### src/rtl/ew_spi_reg_bank.sv
// ew_spi_reg_bank: register bank written by address+data frames over a slow,
// asynchronous 3-wire SPI (csb/sclk/mosi), with immediate or deferred
// (shadow + commit) update of the live registers.
module ew_spi_reg_bank #(
  parameter int unsigned ADDR_W      = 3,
  parameter int unsigned DATA_W      = 16,
  parameter int unsigned SYNC_STAGES = 2,
  parameter logic [DATA_W-1:0] RESET_VALUE = '0,
  localparam int unsigned NUM_REGS   = 2**ADDR_W
) (
  input  logic                         i_clk,
  input  logic                         i_reset,
  input  logic                         i_spi_csb,
  input  logic                         i_spi_sclk,
  input  logic                         i_spi_mosi,
  input  logic                         i_defer,
  input  logic                         i_commit,
  input  logic                         i_regs_enb,
  output logic [NUM_REGS*DATA_W-1:0]   o_regs,
  output logic [NUM_REGS-1:0]          o_dirty,
  output logic                         o_busy,
  output logic                         o_frame_done,
  output logic                         o_frame_err
);

  localparam int unsigned FRAME_W = ADDR_W + DATA_W;
  localparam int unsigned CNT_W   = $clog2(FRAME_W + 2);
  localparam int unsigned BANK_W  = NUM_REGS * DATA_W;
  localparam logic [BANK_W-1:0] BANK_RESET = {NUM_REGS{RESET_VALUE}};

  logic [SYNC_STAGES-1:0] csb_sync_q,  csb_sync_d;
  logic [SYNC_STAGES-1:0] sclk_sync_q, sclk_sync_d;
  logic [SYNC_STAGES-1:0] mosi_sync_q, mosi_sync_d;
  logic [SYNC_STAGES:0]   vld_q,       vld_d;
  logic                   csb_hist_q,  csb_hist_d;
  logic                   sclk_hist_q, sclk_hist_d;
  logic                   armed_q,     armed_d;
  logic [CNT_W-1:0]       cnt_q,       cnt_d;
  logic [FRAME_W-1:0]     shift_q,     shift_d;
  logic [BANK_W-1:0]      live_q,      live_d;
  logic [BANK_W-1:0]      shadow_q,    shadow_d;
  logic [NUM_REGS-1:0]    dirty_q,     dirty_d;
  logic                   done_q,      done_d;
  logic                   err_q,       err_d;

  logic               csb_s, sclk_s, mosi_s;
  logic               csb_fall, csb_rise, sclk_rise;
  logic [ADDR_W-1:0]  frame_addr;
  logic [DATA_W-1:0]  frame_data;

  // Synchroniser chains, edge history and a reset-fill tracker. A falling csb
  // only arms once both compared samples are real post-reset samples, so a
  // csb held low across reset release is never mistaken for a new frame.
  always_comb begin
    csb_sync_d  = {csb_sync_q[SYNC_STAGES-2:0],  i_spi_csb};
    sclk_sync_d = {sclk_sync_q[SYNC_STAGES-2:0], i_spi_sclk};
    mosi_sync_d = {mosi_sync_q[SYNC_STAGES-2:0], i_spi_mosi};
    vld_d       = {vld_q[SYNC_STAGES-1:0], 1'b1};
    csb_s       = csb_sync_q[SYNC_STAGES-1];
    sclk_s      = sclk_sync_q[SYNC_STAGES-1];
    mosi_s      = mosi_sync_q[SYNC_STAGES-1];
    csb_hist_d  = csb_s;
    sclk_hist_d = sclk_s;
    csb_fall    = vld_q[SYNC_STAGES] & csb_hist_q & ~csb_s;
    csb_rise    = ~csb_hist_q & csb_s;
    sclk_rise   = ~sclk_hist_q & sclk_s;
    frame_addr  = shift_q[FRAME_W-1 -: ADDR_W];
    frame_data  = shift_q[DATA_W-1:0];
  end

  // Frame reception, commit and register write next-state logic.
  always_comb begin
    armed_d  = armed_q;
    cnt_d    = cnt_q;
    shift_d  = shift_q;
    live_d   = live_q;
    shadow_d = shadow_q;
    dirty_d  = dirty_q;
    done_d   = 1'b0;
    err_d    = 1'b0;

    if (csb_fall) begin
      armed_d = 1'b1;
      cnt_d   = '0;
      shift_d = '0;
    end else if (armed_q && !csb_s && sclk_rise) begin
      shift_d = {shift_q[FRAME_W-2:0], mosi_s};
      if (cnt_q != CNT_W'(FRAME_W + 1)) begin
        cnt_d = cnt_q + CNT_W'(1);
      end
    end

    // Commit works from the pre-edge dirty set and shadow contents.
    if (i_commit) begin
      for (int n = 0; n < int'(NUM_REGS); n++) begin
        if (dirty_q[n]) begin
          live_d[n*DATA_W +: DATA_W] = shadow_q[n*DATA_W +: DATA_W];
          dirty_d[n]                 = 1'b0;
        end
      end
    end

    // A same-cycle frame write is applied after commit so it takes priority.
    if (armed_q && csb_rise) begin
      armed_d = 1'b0;
      if (cnt_q == CNT_W'(FRAME_W)) begin
        done_d = 1'b1;
        for (int n = 0; n < int'(NUM_REGS); n++) begin
          if (frame_addr == ADDR_W'(n)) begin
            shadow_d[n*DATA_W +: DATA_W] = frame_data;
            if (i_defer) begin
              dirty_d[n] = 1'b1;
            end else begin
              live_d[n*DATA_W +: DATA_W] = frame_data;
            end
          end
        end
      end else begin
        err_d = 1'b1;
      end
    end
  end

  // State registers.
  always_ff @(posedge i_clk or posedge i_reset) begin
    if (i_reset) begin
      csb_sync_q  <= '1;
      sclk_sync_q <= '0;
      mosi_sync_q <= '0;
      vld_q       <= '0;
      csb_hist_q  <= 1'b1;
      sclk_hist_q <= 1'b0;
      armed_q     <= 1'b0;
      cnt_q       <= '0;
      shift_q     <= '0;
      live_q      <= BANK_RESET;
      shadow_q    <= BANK_RESET;
      dirty_q     <= '0;
      done_q      <= 1'b0;
      err_q       <= 1'b0;
    end else begin
      csb_sync_q  <= csb_sync_d;
      sclk_sync_q <= sclk_sync_d;
      mosi_sync_q <= mosi_sync_d;
      vld_q       <= vld_d;
      csb_hist_q  <= csb_hist_d;
      sclk_hist_q <= sclk_hist_d;
      armed_q     <= armed_d;
      cnt_q       <= cnt_d;
      shift_q     <= shift_d;
      live_q      <= live_d;
      shadow_q    <= shadow_d;
      dirty_q     <= dirty_d;
      done_q      <= done_d;
      err_q       <= err_d;
    end
  end

  // Output enable masks the live bank without touching storage.
  assign o_regs       = i_regs_enb ? BANK_RESET : live_q;
  assign o_dirty      = dirty_q;
  assign o_busy       = armed_q;
  assign o_frame_done = done_q;
  assign o_frame_err  = err_q;

endmodule

### config.mk
export PLATFORM = sky130hd
export DESIGN_NAME = ew_spi_reg_bank
export DESIGN_NICKNAME = d
export VERILOG_FILES = /design/src/rtl/ew_spi_reg_bank.sv
export SDC_FILE = /design/constraint.sdc
export NUM_CORES = 1
export LEC_CHECK = 0
export BUFFER_PORTS_ARGS = -buffer_cell sky130_fd_sc_hd__buf_2
export CORE_MARGIN = 1
export CORE_UTILIZATION = 33
export DETAILED_ROUTE_END_ITERATION = 10
export GPL_TIMING_DRIVEN = 0
export PLACE_DENSITY = 0.51
export SLEW_MARGIN = 25
export SYNTH_ARGS = -nofsm -noshare
export SYNTH_HDL_FRONTEND = slang
export SYNTH_SLANG_ARGS = --single-unit
### constraint.sdc
create_clock -name i_clk -period 9.87 [get_ports i_clk]
set_input_delay 1.4805 -clock i_clk [delete_from_list [all_inputs] [get_ports i_clk]]
set_output_delay 1.4805 -clock i_clk [all_outputs]
set_load 0.01 [all_outputs]
==> results.cfg <==
[sta]
worst_slack_ns = 5.46
rsz0062_at_grt = false
worst_slew_pin_slew_ns = 0.871
hold_ws_ns = 0.346
fin_crit_sh_pct = 44.7
max_slew_margin_pct = 41.9
hold_violations = 0
skew_ns = 0.0136
fmax_mhz = 227
setup_viol = 0
slew_violations = 0
final.min_clock_period_ns = 4.41

[setup_path]
arrival_ns = 2.93
startpoint_type = input pin
worst-r2r-setup-slack_ns = 7.56
endpoint_kind = output pin
worstPathMaxFanout = 10
reg2reg_depth = 6
cp.required_ns = 8.39
timing.rr.end = shadow_q[43]
r2r-start = cnt_q[0]
worst-setup-path-type = in2out

[logic_synthesis]
syn_area_mm2 = 0.0142
synth-warning-count = 0
synth.net_count = 1044
synth.area.top_cells = dfrtp_1, mux2_2, nor2b_1
yosysTopAreaCell = dfrtp_1
yosysUniqueCellTypes = 39
seq_area_frac_synth_pct = 53.4
synth.avg_cell_area_um2 = 13.7
yosysTopAreaCellShare_pct = 52.8
synth_seq_cells = 302
netlist_instances = 1034

[detailed_routing]
first_iter_violations = 303
first_pass_iters = 4
vias_per_cell = 4.79
drc = 0
vias = 8544
ant_nets = 0
wl_um = 37800
wl_per_cell_um = 21.2

[floorplan]
initial_core_util_pct = 33.6
die_area_mm2 = 0.0438
die_h_um = 209
rows = 75
io_pins = 147
die_w_um = 209
core_area_mm2 = 0.0421

[cells_and_area]
layout.nets = 1229
n_antenna_cell = 0
final_common_cell = mux2_2
final_cell_mix = mux2_2, dfrtp_1, buf_2, nor2b_1, clkbuf_1
layout-drive-gt1-share_pct = 50.8
area_growth_pct = 18.2
fillers = 4098

[global_route]
antenna_found_initial = 0
grt_remaining_overflow = 0
grt_pass1_vias = 8888
grtUsageTotal_pct = 17.5
grt_first_pass_wirelength_um = 57100
grt_max_degree = 93

[clock_network]
cts.clk_slew.worst_paths_ns = 0.05
cts_setup_buffers = 0
clockRootBuffer = clkbuf_16
htreeDepth = 2
cts_tree = built
clkSinkCount = 302
clock_latency_ns = 0.51
numCtsBuffers = 36
cts_resized = 0
postCtsHoldBufs = 0
cts_max_path_buffers = 3

[run]
max-cap-violations = 0

[placed_design]
port_buffers = 144
gp_congestion = 0.737
dp_slack_ns = 5.45
dp_hpwl_um = 26600

[hold_path]
min_delay_path_depth = 0
hp-class = reg2reg
hold_start = vld_q[1]
hold_end = vld_q[2]

[pwr]
power_leakage_nw = 8.63
vdd_drop_max_mv = 0.0876
p_per_area_mw_per_mm2 = 153

[status]
outcome = completed
[cell type report]
type | instances | area (um2) | share of cell area, %
buffer | 74 | 428 | 2.55
multi-input combinational | 645 | 6130 | 36.6
tap | 539 | 674 | 4.03
timing repair buffer | 147 | 803 | 4.80
inverter | 13 | 56.3 | 0.336
clock buffer | 58 | 1060 | 6.36
sequential | 302 | 7560 | 45.1
clock inverter | 5 | 28.8 | 0.172
[per-layer routing]
metal | track usage [%] | share of wire [%] | wire length [um] | up-vias
met5 | 0 | 0 | 0 | -
met4 | 3.70 | 1.5 | 553 | 0
met3 | 2.48 | 3.9 | 1470 | 42
met2 | 28.8 | 48 | 18000 | 149
met1 | 24.4 | 47 | 17700 | 4386
li1 | - | - | - | 3967
[worst max-delay path, cell delays in order]
cell,delay [ns]
clkbuf_1,0.38
clkbuf_1,0.62
nor2b_1,0.23
buf_2,0.20
[how the worst max path moves through the flow]
stage	from	to	slack (ns)	depth (start not counted)
finish	i_regs_enb	o_regs[9]	5.46	4
global route	i_regs_enb	o_regs[9]	5.41	4
CTS	i_regs_enb	o_regs[9]	5.45	4
detailed placement	i_regs_enb	o_regs[9]	5.45	4
global placement	i_reset	live_q[45]	-3.82	2
floorplan	i_reset	cnt_q[0]	0.05	1
[sequential cells by signal, indices dropped and copies added, names as in the netlist]
register      flops
cnt_q             5
csb_hist_q        1
csb_sync_q        2
live_q          128
mosi_sync_q       2
o_busy            1
o_dirty           8
o_frame_done      1
o_frame_err       1
sclk_hist_q       1
sclk_sync_q       2
shadow_q        128
shift_q          19
vld_q             3
[cells by family after synthesis]
family / after synthesis / share of synthesized area (%)
compound gates: 38 / 1.47
flops: 302 / 53.4
simple gates: 220 / 10.4
buf+inv: 87 / 3.36
fa+ha+maj: 2 / 0.177
mux: 384 / 31.2
other cells: 1 / 0.0265
[cell usage after synthesis (all sizes together)]
library cell  count
nor2b           131
a21oi            23
nand3             6
and4bb            1
and3b             1
nor4bb            1
and4b             1
dfrtp           299
conb              1
ha                2
or3               2
nor2              4
buf              30
o21ai             5
or4               1
and3              1
nor4b             4
o311ai            1
nand2b            1
o41ai             1
inv              13
nand2            48
dfstp             3
nand4bb           2
mux2            384
nand3b            3
nand4            12
o22ai             8
clkbuf           44
and2              1
[power breakdown]
group | internal, mW | switching [mW]
registers | 1.24 | 0.00623
logic | 0.0114 | 0.0522
clock network | 0.736 | 0.506
[metrics by stage]
stage          cells  cell area, um2  power [mW]  setup TNS (ns)  utilization (%)
2_1_floorplan   1034           14200        1.31               0                -
3_3_place_gp    1717           15600        1.33        -1131.64             36.9
3_5_place_dp    1720           15700        1.34               0             37.2
4_1_cts         1783           16800        2.60               0             39.8
5_1_grt         1783           16800        2.65               0             39.8
6_report        1783           16800        2.56               0             39.8
Note: power is estimated with default switching activity, not from simulation.
